## config.mk

```make
export PLATFORM = sky130hd
export DESIGN_NAME = mem_stage_unit
export DESIGN_NICKNAME = d
export VERILOG_FILES = /design/src/rtl/mem_stage_unit_pkg.sv /design/src/rtl/mem_stage_unit_pipe_mem2wb.sv /design/src/rtl/mem_stage_unit.sv
export SDC_FILE = /design/constraint.sdc
export NUM_CORES = 1
export LEC_CHECK = 0
export CAP_MARGIN = 0
export CORE_MARGIN = 1.5
export CORE_UTILIZATION = 34
export CTS_BUF_LIST = sky130_fd_sc_hd__clkbuf_16
export CTS_CLUSTER_SIZE = 16
export DETAILED_ROUTE_END_ITERATION = 8
export HOLD_SLACK_MARGIN = 0.02
export PLACE_DENSITY = 0.77
export SYNTH_ARGS = -nofsm -noshare
export SYNTH_HDL_FRONTEND = slang
export SYNTH_HIERARCHICAL = 1
export SYNTH_SLANG_ARGS = --single-unit
```

## constraint.sdc

```tcl
create_clock -name clk -period 1.75 [get_ports clk]
set_input_delay 0.35 -clock clk [delete_from_list [all_inputs] [get_ports clk]]
set_output_delay 0.35 -clock clk [all_outputs]
set_load 0.01 [all_outputs]
```

## src/rtl/mem_stage_unit_pkg.sv

```systemverilog
// Shared definitions for the MIPS MEM stage: FSM states, pc_sel encodings
// (also used by the fetch stage) and the MEM->WB bundle layout.
package mem_stage_unit_pkg;

  typedef enum logic {
    ST_IDLE = 1'b0,
    ST_WAIT = 1'b1
  } mem_state_e;

  localparam logic [1:0] PCSEL_PC4 = 2'd0;
  localparam logic [1:0] PCSEL_BR  = 2'd1;
  localparam logic [1:0] PCSEL_J   = 2'd2;
  localparam logic [1:0] PCSEL_JR  = 2'd3;

  typedef struct packed {
    logic        regwriteen;
    logic        memtoreg;
    logic        link;
    logic [31:0] aluout;
    logic [31:0] readdata;
    logic [31:0] pcplus4;
    logic [4:0]  writereg;
  } wb_bundle_t;

  // Register jumps outrank direct jumps, which outrank taken branches.
  function automatic logic [1:0] pc_select(input logic jumptoreg, input logic jump,
                                           input logic branch, input logic zero);
    logic [1:0] sel;
    if (jumptoreg) begin
      sel = PCSEL_JR;
    end else if (jump) begin
      sel = PCSEL_J;
    end else if (branch && zero) begin
      sel = PCSEL_BR;
    end else begin
      sel = PCSEL_PC4;
    end
    return sel;
  endfunction

endpackage

```

## src/rtl/mem_stage_unit_pipe_mem2wb.sv

```systemverilog
// MEM->WB pipeline register. A bubble clears the control bits but keeps the
// data fields; load data is only replaced when rd_valid_i marks a completed load.
module pipe_mem2wb
  import mem_stage_unit_pkg::*;
(
  input  logic       clk_i,
  input  logic       reset_i,
  input  logic       bubble_i,
  input  logic       rd_valid_i,
  input  wb_bundle_t d_i,
  output wb_bundle_t q_o
);

  wb_bundle_t wb_d;
  wb_bundle_t wb_q;

  // Next-state of the WB bundle.
  always_comb begin
    wb_d = wb_q;
    if (bubble_i) begin
      wb_d.regwriteen = 1'b0;
      wb_d.memtoreg   = 1'b0;
      wb_d.link       = 1'b0;
    end else begin
      wb_d          = d_i;
      wb_d.readdata = rd_valid_i ? d_i.readdata : wb_q.readdata;
    end
  end

  // WB register with synchronous reset.
  always_ff @(posedge clk_i) begin
    if (reset_i) begin
      wb_q <= '0;
    end else begin
      wb_q <= wb_d;
    end
  end

  assign q_o = wb_q;

endmodule

```

## src/rtl/mem_stage_unit.sv

```systemverilog
// MEM stage: req/ack data-memory handshake with timeout, pipeline stall,
// branch/jump redirect select and the MEM->WB register.
module mem_stage_unit
  import mem_stage_unit_pkg::*;
#(
  parameter int unsigned TIMEOUT  = 255,
  parameter int unsigned CNT_W    = 8,
  parameter logic [31:0] ERR_DATA = 32'hDEADBEEF
) (
  input  logic        clk,
  input  logic        reset,
  input  logic        mem_branch,
  input  logic        mem_jump,
  input  logic        mem_jumptoreg,
  input  logic        mem_zero,
  input  logic        mem_link,
  input  logic        mem_memwrite,
  input  logic        mem_memtoreg,
  input  logic        mem_regwriteen,
  input  logic [31:0] mem_aluout,
  input  logic [31:0] mem_memwritedata,
  input  logic [31:0] mem_pcplus4,
  input  logic [4:0]  mem_writereg,
  output logic        dmem_req,
  output logic        dmem_we,
  output logic [31:0] dmem_addr,
  output logic [31:0] dmem_wdata,
  input  logic [31:0] dmem_rdata,
  input  logic        dmem_ack,
  output logic        mem_stall,
  output logic [1:0]  pc_sel,
  output logic        dmem_err,
  output logic        wb_regwriteen,
  output logic        wb_memtoreg,
  output logic        wb_link,
  output logic [31:0] wb_aluout,
  output logic [31:0] wb_readdata,
  output logic [31:0] wb_pcplus4,
  output logic [4:0]  wb_writereg
);

  mem_state_e state_q, state_d;
  logic [CNT_W-1:0] cnt_q, cnt_d;
  logic err_q, err_d;
  logic access_s, req_s, stall_s, done_s, timed_out_s;
  wb_bundle_t wb_in_s, wb_out_s;

  assign access_s = mem_memwrite | mem_memtoreg;

  // Access FSM: next state, wait counter and handshake outputs.
  always_comb begin
    state_d     = state_q;
    cnt_d       = cnt_q;
    err_d       = err_q;
    req_s       = 1'b0;
    stall_s     = 1'b0;
    done_s      = 1'b0;
    timed_out_s = 1'b0;
    case (state_q)
      ST_IDLE: begin
        req_s = access_s;
        if (access_s && dmem_ack) begin
          done_s = 1'b1;
        end else if (access_s) begin
          state_d = ST_WAIT;
          cnt_d   = CNT_W'(1);
          stall_s = 1'b1;
        end else begin
          state_d = ST_IDLE;
        end
      end
      ST_WAIT: begin
        req_s = 1'b1;
        if (dmem_ack) begin
          done_s  = 1'b1;
          state_d = ST_IDLE;
          cnt_d   = '0;
        end else if (cnt_q == CNT_W'(TIMEOUT)) begin
          done_s      = 1'b1;
          timed_out_s = 1'b1;
          state_d     = ST_IDLE;
          cnt_d       = '0;
          err_d       = 1'b1;
        end else begin
          cnt_d   = cnt_q + CNT_W'(1);
          stall_s = 1'b1;
        end
      end
      default: begin
        state_d = ST_IDLE;
        cnt_d   = '0;
      end
    endcase
  end

  // FSM, counter and sticky error registers.
  always_ff @(posedge clk) begin
    if (reset) begin
      state_q <= ST_IDLE;
      cnt_q   <= '0;
      err_q   <= 1'b0;
    end else begin
      state_q <= state_d;
      cnt_q   <= cnt_d;
      err_q   <= err_d;
    end
  end

  // Reset forces the handshake and redirect idle even mid-access.
  always_comb begin
    dmem_req  = 1'b0;
    mem_stall = 1'b0;
    pc_sel    = PCSEL_PC4;
    if (!reset) begin
      dmem_req  = req_s;
      mem_stall = stall_s;
      pc_sel    = stall_s ? PCSEL_PC4
                          : pc_select(mem_jumptoreg, mem_jump, mem_branch, mem_zero);
    end else begin
      dmem_req = 1'b0;
    end
  end

  assign dmem_we    = dmem_req & mem_memwrite;
  assign dmem_addr  = mem_aluout;
  assign dmem_wdata = mem_memwritedata;
  assign dmem_err   = err_q;

  assign wb_in_s = '{
    regwriteen: mem_regwriteen,
    memtoreg:   mem_memtoreg,
    link:       mem_link,
    aluout:     mem_aluout,
    readdata:   timed_out_s ? ERR_DATA : dmem_rdata,
    pcplus4:    mem_pcplus4,
    writereg:   mem_writereg
  };

  // A store that also has memtoreg set never captures load data.
  pipe_mem2wb u_mem2wb (
    .clk_i      (clk),
    .reset_i    (reset),
    .bubble_i   (mem_stall),
    .rd_valid_i (done_s & mem_memtoreg & ~mem_memwrite),
    .d_i        (wb_in_s),
    .q_o        (wb_out_s)
  );

  assign wb_regwriteen = wb_out_s.regwriteen;
  assign wb_memtoreg   = wb_out_s.memtoreg;
  assign wb_link       = wb_out_s.link;
  assign wb_aluout     = wb_out_s.aluout;
  assign wb_readdata   = wb_out_s.readdata;
  assign wb_pcplus4    = wb_out_s.pcplus4;
  assign wb_writereg   = wb_out_s.writereg;

endmodule
```

==> impl_metrics.yaml, run 1 <==
run:
  cap_violations: 0
die:
  fp.dieH_um: 129
  initial_core_util: 0.351
  dieArea_um2: 16600
  top_level_ports: 318
  core_area_um2: 15300
  row_count: 45
  die_w_um: 129
clocking:
  cts.clk_slew.worst_paths_ps: 60
  cts_root_buf: "clkbuf_16"
  cts_tree: "done"
  numCtsBuffers: 17
  htreeDepth: 4
  insertion_delay_ps: 410
  clkSinkCount: 114
  cts_buffer_depth: 2
synthesis:
  ys_top_cells_by_area: "dfxtp_1, mux2i_1, buf_4, nand4bb_1, nor2_1"
  synthDominantCellAreaShare: 0.425
  synthCells: 542
  synth.distinct_cells: 42
  syn_area_um2: 5370
  syn_avg_cell_area_um2: 9.91
  syn-num-nets: 687
  synth_top_area_cell: "dfxtp_1"
  yosysSeqAreaShare: 0.425
  yosys_most_used_dff: "dfxtp_1"
  ys_async_sr_fraction: 0
  yosysWarnings: 6
  synth_edf_count: 0
  ys_seq_elements: 114
global_route:
  grt_overflow_total: 0
  grt_pass1_vias: 4494
  antenna_found_initial: 0
  grt_use_total: 0.182
  grt_pass1_wl_um: 23300
  grt_max_degree: 141
route:
  drc_errors: 0
  drtIter0Drc: 129
  ant_nets: 0
  drt_wl_total_um: 15500
  dr_total_vias: 4578
  wl_per_cell_um: 15.5
  drt_pass1_iterations: 4
  viasPerCell: 4.59
placement:
  place_congestion: 0.812
  port_buffers: 253
  dpl.hpwl_um: 9850
  place_ws_ps: -704
timing:
  hold_slack_ps: 475
  setup_viol: 107
  post-route-min-period_ps: 2010
  fin_crit_sh: 1.15
  hold_viol_final: 0
  max_freq_mhz: 496
  layout_setup_ws_ps: -265
  drv_slew: 0
  fin_skew_ps: 7.00
  tightest_slew_ps: 549
  rsz0062_at_grt: "true"
  relSlewSlack: 0.634
pwr:
  ir_worst_vdd_mv: 0.622
  power_leakage_uw: 0.00361
  power.density_nw_per_um2: 846
  design_power_total_uw: 7600
final_layout:
  drive_above_1_share: 0.223
  fin_nets: 918
  area_delta_synth_final_pct: 67.1
  n_antenna_cell: 0
setup_path:
  critPathLaunchType: "flip-flop"
  endpoint_kind: "output pin"
  rr_worst_depth: 11
  required_ps: 1400
  worst-path-max-fanout: 3
  crit_arrival_ps: 1660
  crit_type: "flip-flop to output pin"
status:
  violations: "negative setup slack"
  status: "finished with violations"
hold_path:
  hold_path.class: "flip-flop to flip-flop"
  worstHoldPathCells: 2
[cell usage after synthesis (4+ instances only)]
master / number
and2_1: 4
buf_12: 8
buf_2: 9
buf_4: 64
buf_6: 6
clkbuf_1: 13
dfxtp_1: 114
mux2i_1: 69
nand2b_1: 35
nand4bb_1: 32
nor2_1: 79
nor2b_1: 7
o21ai_0: 4
o21ai_1: 32
or2_2: 24
xor2_1: 6
[layout by cell type, fill, tap and decap left out, drive strengths merged, types with 3 or more instances in the layout]
master,instances
dlygate4sd2,6
and2b,4
nor2b,7
buf,63
and2,4
clkinvlp,3
nand2b,35
mux2i,69
nor2,82
dfxtp,114
clkinv,5
clkbuf,18
or2,25
xor2,6
dlymetal6s2s,16
nand4bb,32
o21ai,36
clkdlybuf4s50,225
and3,3
bufinv,3
inv,5
[area by class of cell]
class	count	area, um^2
Timing Repair Buffer	313	3330
Sequential cell	114	2290
Inverter	1	3.75
Clock inverter	15	168
Tap cell	211	264
Multi-Input combinational cell	326	2500
Clock buffer	17	425
Fill cell	1335	6340
[per-stage QoR]
stage | TNS (ps) | instance area [um^2] | cells | util
after global placement | -34470 | 7790 | 947 | 0.508
final | -17900 | 8980 | 997 | 0.586
after detailed placement | -37440 | 7790 | 947 | 0.508
after CTS | -15750 | 8810 | 996 | 0.575
after floorplan | 0 | 5420 | 542 | -
after global routing | -24840 | 8980 | 997 | 0.586
[routing by layer]
metal,up-vias,track usage,share of wire
li1,2231,-,-
met1,2134,0.211,0.40
met2,190,0.303,0.49
met3,23,0.0736,0.094
met4,0,0.0621,0.012
met5,-,0,0
[worst paths after layout]
path | startpoint | end | slack (ps)
worst max-delay path | cnt_q[0] | mem_stall | -260
worst min-delay path | u_mem2wb/q_o[48] | u_mem2wb/q_o[48] | 470
worst max register to register | cnt_q[0] | u_mem2wb/q_o[3] | -240
worst min register to register | u_mem2wb/q_o[48] | u_mem2wb/q_o[48] | 470
[power breakdown]
group / internal (uW) / total (uW) / switching, uW
logic: 837 / 1330 / 495
registers: 2740 / 2810 / 70.1
clock network: 2220 / 3460 / 1240
[state kept, by name (all words and copies together), names as in the netlist]
signal	count
dmem_err	1
cnt_q	8
state_q	1
u_mem2wb/q_o	104
[timing repair]
action | in CTS | in global routing
hold buffers | 0 | 0
gates cloned | 8 | 1
gates resized for setup | 63 | 54
pin swaps | 30 | 15
buffers inserted | 11 | 4
endpoints found under the setup margin | 113 | 122
[worst max-delay path: stages, from the launching register on]
cell and delay, ps:
dfxtp_2 330, ha_4 160, and3_4 150, a31oi_4 200, buf_6 130, and2_4 170
buf_6 110
[logic make-up after synthesis]
logic type,share of synthesized area
AND/OR/NAND/NOR,0.233
flip-flops,0.425
adder cells (fa/ha/maj),0.00233
multiplexers,0.129
AO/OA/AOI/OAI,0.0505
XOR/XNOR,0.00978
buffers and inverters,0.151
(Power assumes the default switching activity.)
==> run 2: changes to the inputs <==
--- a/config.mk
+++ b/config.mk
@@ -6,13 +6,14 @@
 export NUM_CORES = 1
 export LEC_CHECK = 0
 export CAP_MARGIN = 0
-export CORE_MARGIN = 1.5
+export CORE_MARGIN = 5
 export CORE_UTILIZATION = 34
 export CTS_BUF_LIST = sky130_fd_sc_hd__clkbuf_16
 export CTS_CLUSTER_SIZE = 16
 export DETAILED_ROUTE_END_ITERATION = 8
 export HOLD_SLACK_MARGIN = 0.02
 export PLACE_DENSITY = 0.77
+export SKIP_LAST_GASP = 1
 export SYNTH_ARGS = -nofsm -noshare
 export SYNTH_HDL_FRONTEND = slang
 export SYNTH_HIERARCHICAL = 1
==> impl_metrics.yaml, run 2 (synthesis gave the netlist of run 1 again) <==
status:
  status: "finished with violations"
  violations: "negative setup slack"
route:
  wl_per_cell_um: 16.3
  drc_errors: 0
  viasPerCell: 4.55
  dr_total_vias: 4630
  drt_pass1_iterations: 4
  ant_nets: 0
  drt_wl_total_um: 16600
  drtIter0Drc: 159
setup_path:
  crit_arrival_ps: 2240
  crit_chain: "ha_4 -> and3_4 -> a31oi_4 -> and2_4 -> buf_4 -> clkbuf_16 -> clkbuf_16 -> mux2i_1 -> nor2_1"
  rr_worst_depth: 9
  crit_top_cell: "clkbuf_16"
  crit_type: "flip-flop to flip-flop"
  critPathLaunchType: "flip-flop"
  path_delay_family: "buffers and inverters"
  endpoint_kind: "flip-flop"
  cp.depth: 9
  worst-path-max-fanout: 8
  cp_slowest_cell: "dfxtp_2"
  worst-path-buf-inv: 3
  required_ps: 2030
  slowest_delay_ps: 330
timing:
  drv_slew: 0
  post-route-min-period_ps: 1960
  max_freq_mhz: 510
  fin_crit_sh: 1.12
  setup_viol: 100
  tightest_slew_ps: 503
  rsz0062_at_grt: "true"
  layout_setup_ws_ps: -212
  hold_viol_final: 0
  fin_skew_ps: 5.74
  relSlewSlack: 0.664
die:
  top_level_ports: 318
  die_w_um: 136
  core_area_um2: 15700
  dieArea_um2: 18400
  fp.dieH_um: 136
  initial_core_util: 0.342
  row_count: 46
final_layout:
  area_delta_synth_final_pct: 68.0
  multi_input_area_um2: 2360
  fin_nets: 933
  layout_commonest_cell: "clkdlybuf4s50_1"
  final_cells: 1017
  n_antenna_cell: 0
  seq_area_um2: 2290
  num-fill-cells: 1366
  largest_reg_flops: 104
  final_cell_mix: "clkdlybuf4s50_1, dfxtp_1, nor2_1, mux2i_1, buf_4"
  drive_above_1_share: 0.203
global_route:
  grt_pass1_wl_um: 23100
  antenna_found_initial: 0
  grt_use_met1: 0.188
  grt_overflow_total: 0
  met2_usage: 0.265
  grt_max_degree: 122
  busiest_layer: "met2"
  grt_use_total: 0.158
  grt_pass1_vias: 4403
  use_met3: 0.0594
clocking:
  cts_root_buf: "clkbuf_16"
  cts_tree: "done"
  htreeDepth: 4
  cts_buffer_depth: 2
  numCtsBuffers: 17
  cts.clk_slew.worst_paths_ps: 60
  insertion_delay_ps: 410
  clkSinkCount: 114
pwr:
  p_switching_uw: 1930
  switching_share: 0.247
  clkPwrFrac: 0.468
  power.density_nw_per_um2: 865
  internal_power_uw: 5880
  design_power_total_uw: 7800
  seq_power_share: 0.359
  power_frac_comb: 0.172
  power_leakage_uw: 0.00365
  ir_worst_vdd_mv: 0.613
placement:
  dp_cells: 962
  place_congestion: 0.807
  dpl.hpwl_um: 10700
  port_buffers: 253
hold_path:
  worstHoldPathCells: 3
  hold_path.class: "input pin to flip-flop"
run:
  cap_violations: 0
[run 2: changes by cell type in the layout (fill, tap and decap cells not counted), moves of 3 or more]
cell,before,now
buf_16,5,2
buf_4,32,46
inv_8,0,3
o21ai_1,3,30
dlygate4sd2_1,6,9
clkbuf_16,18,27
o21ai_2,29,2
inv_6,2,5
[run 2: area by class of cell]
type                    count  area share
well taps                 216      0.0299
inverters                   1    0.000416
clock inverters            15      0.0219
clock buffers              17      0.0471
multi-input cells         326       0.261
flip-flops and latches    114       0.253
repair buffers            328       0.386
[run 2: stage by stage]
stage | TNS (ps) | instance area [um^2] | hold slack (ps) | util | worst slack [ps]
finish | -9410 | 9030 | 275 | 0.574 | -212
global route | -17570 | 9030 | 273 | 0.574 | -279
CTS | -9240 | 8560 | 260 | 0.545 | -199
detailed placement | -43740 | 7870 | 455 | 0.501 | -521
global placement | -37780 | 7870 | 450 | 0.501 | -516
floorplan | 0 | 5420 | 472 | - | 3.80
[run 2: what timing repair did]
item                       CTS  global route
pin swaps                    4             1
setup endpoints to repair  117           124
resized for setup           33            43
gates cloned                 1            11
hold buffers                 0             0
buffers inserted             4             8
[run 2: metal layers]
metal  vias to the layer above  share of wire  routed length (um)
met1                      2146           0.42                6910
met2                       199           0.48                7990
met3                        26          0.087                1450
met5                         -              0                   0
met4                         0          0.016                 266
li1                       2259              -                   -
[run 2: worst register-to-register path, cell delays in order (launching register included)]
cell       delay, ps
dfxtp_2          330
ha_4             160
and3_4           150
a31oi_4          210
and2_4           220
buf_4            140
clkbuf_16        170
clkbuf_16        170
mux2i_1          230
nor2_1            60
[run 2: power by group through the flow]
stage | Combinational (uW) | Sequential, uW | Clock, uW
floorplan | 562 | 2920 | 0
detailed placement | 1220 | 2860 | 0
CTS | 1240 | 2800 | 3750
global placement | 1210 | 2850 | 0
finish | 1350 | 2800 | 3660
global route | 1440 | 2820 | 3880
[run 2: final timing paths]
check	start	to	slack, ps
worst max-delay path	cnt_q[1]	u_mem2wb/q_o[29]	-210
worst min register to register	u_mem2wb/q_o[45]	u_mem2wb/q_o[45]	470
worst min-delay path	reset	u_mem2wb/q_o[0]	270
worst max register to register	cnt_q[1]	u_mem2wb/q_o[29]	-210
==> run 3: changes to the inputs <==
--- a/config.mk
+++ b/config.mk
@@ -14,6 +14,7 @@
 export HOLD_SLACK_MARGIN = 0.02
 export PLACE_DENSITY = 0.77
 export SKIP_LAST_GASP = 1
+export SLEW_MARGIN = 20
 export SYNTH_ARGS = -nofsm -noshare
 export SYNTH_HDL_FRONTEND = slang
 export SYNTH_HIERARCHICAL = 1
==> results of run 3 <==
The final DEF is identical to that of run 2; final timing and power are the same.
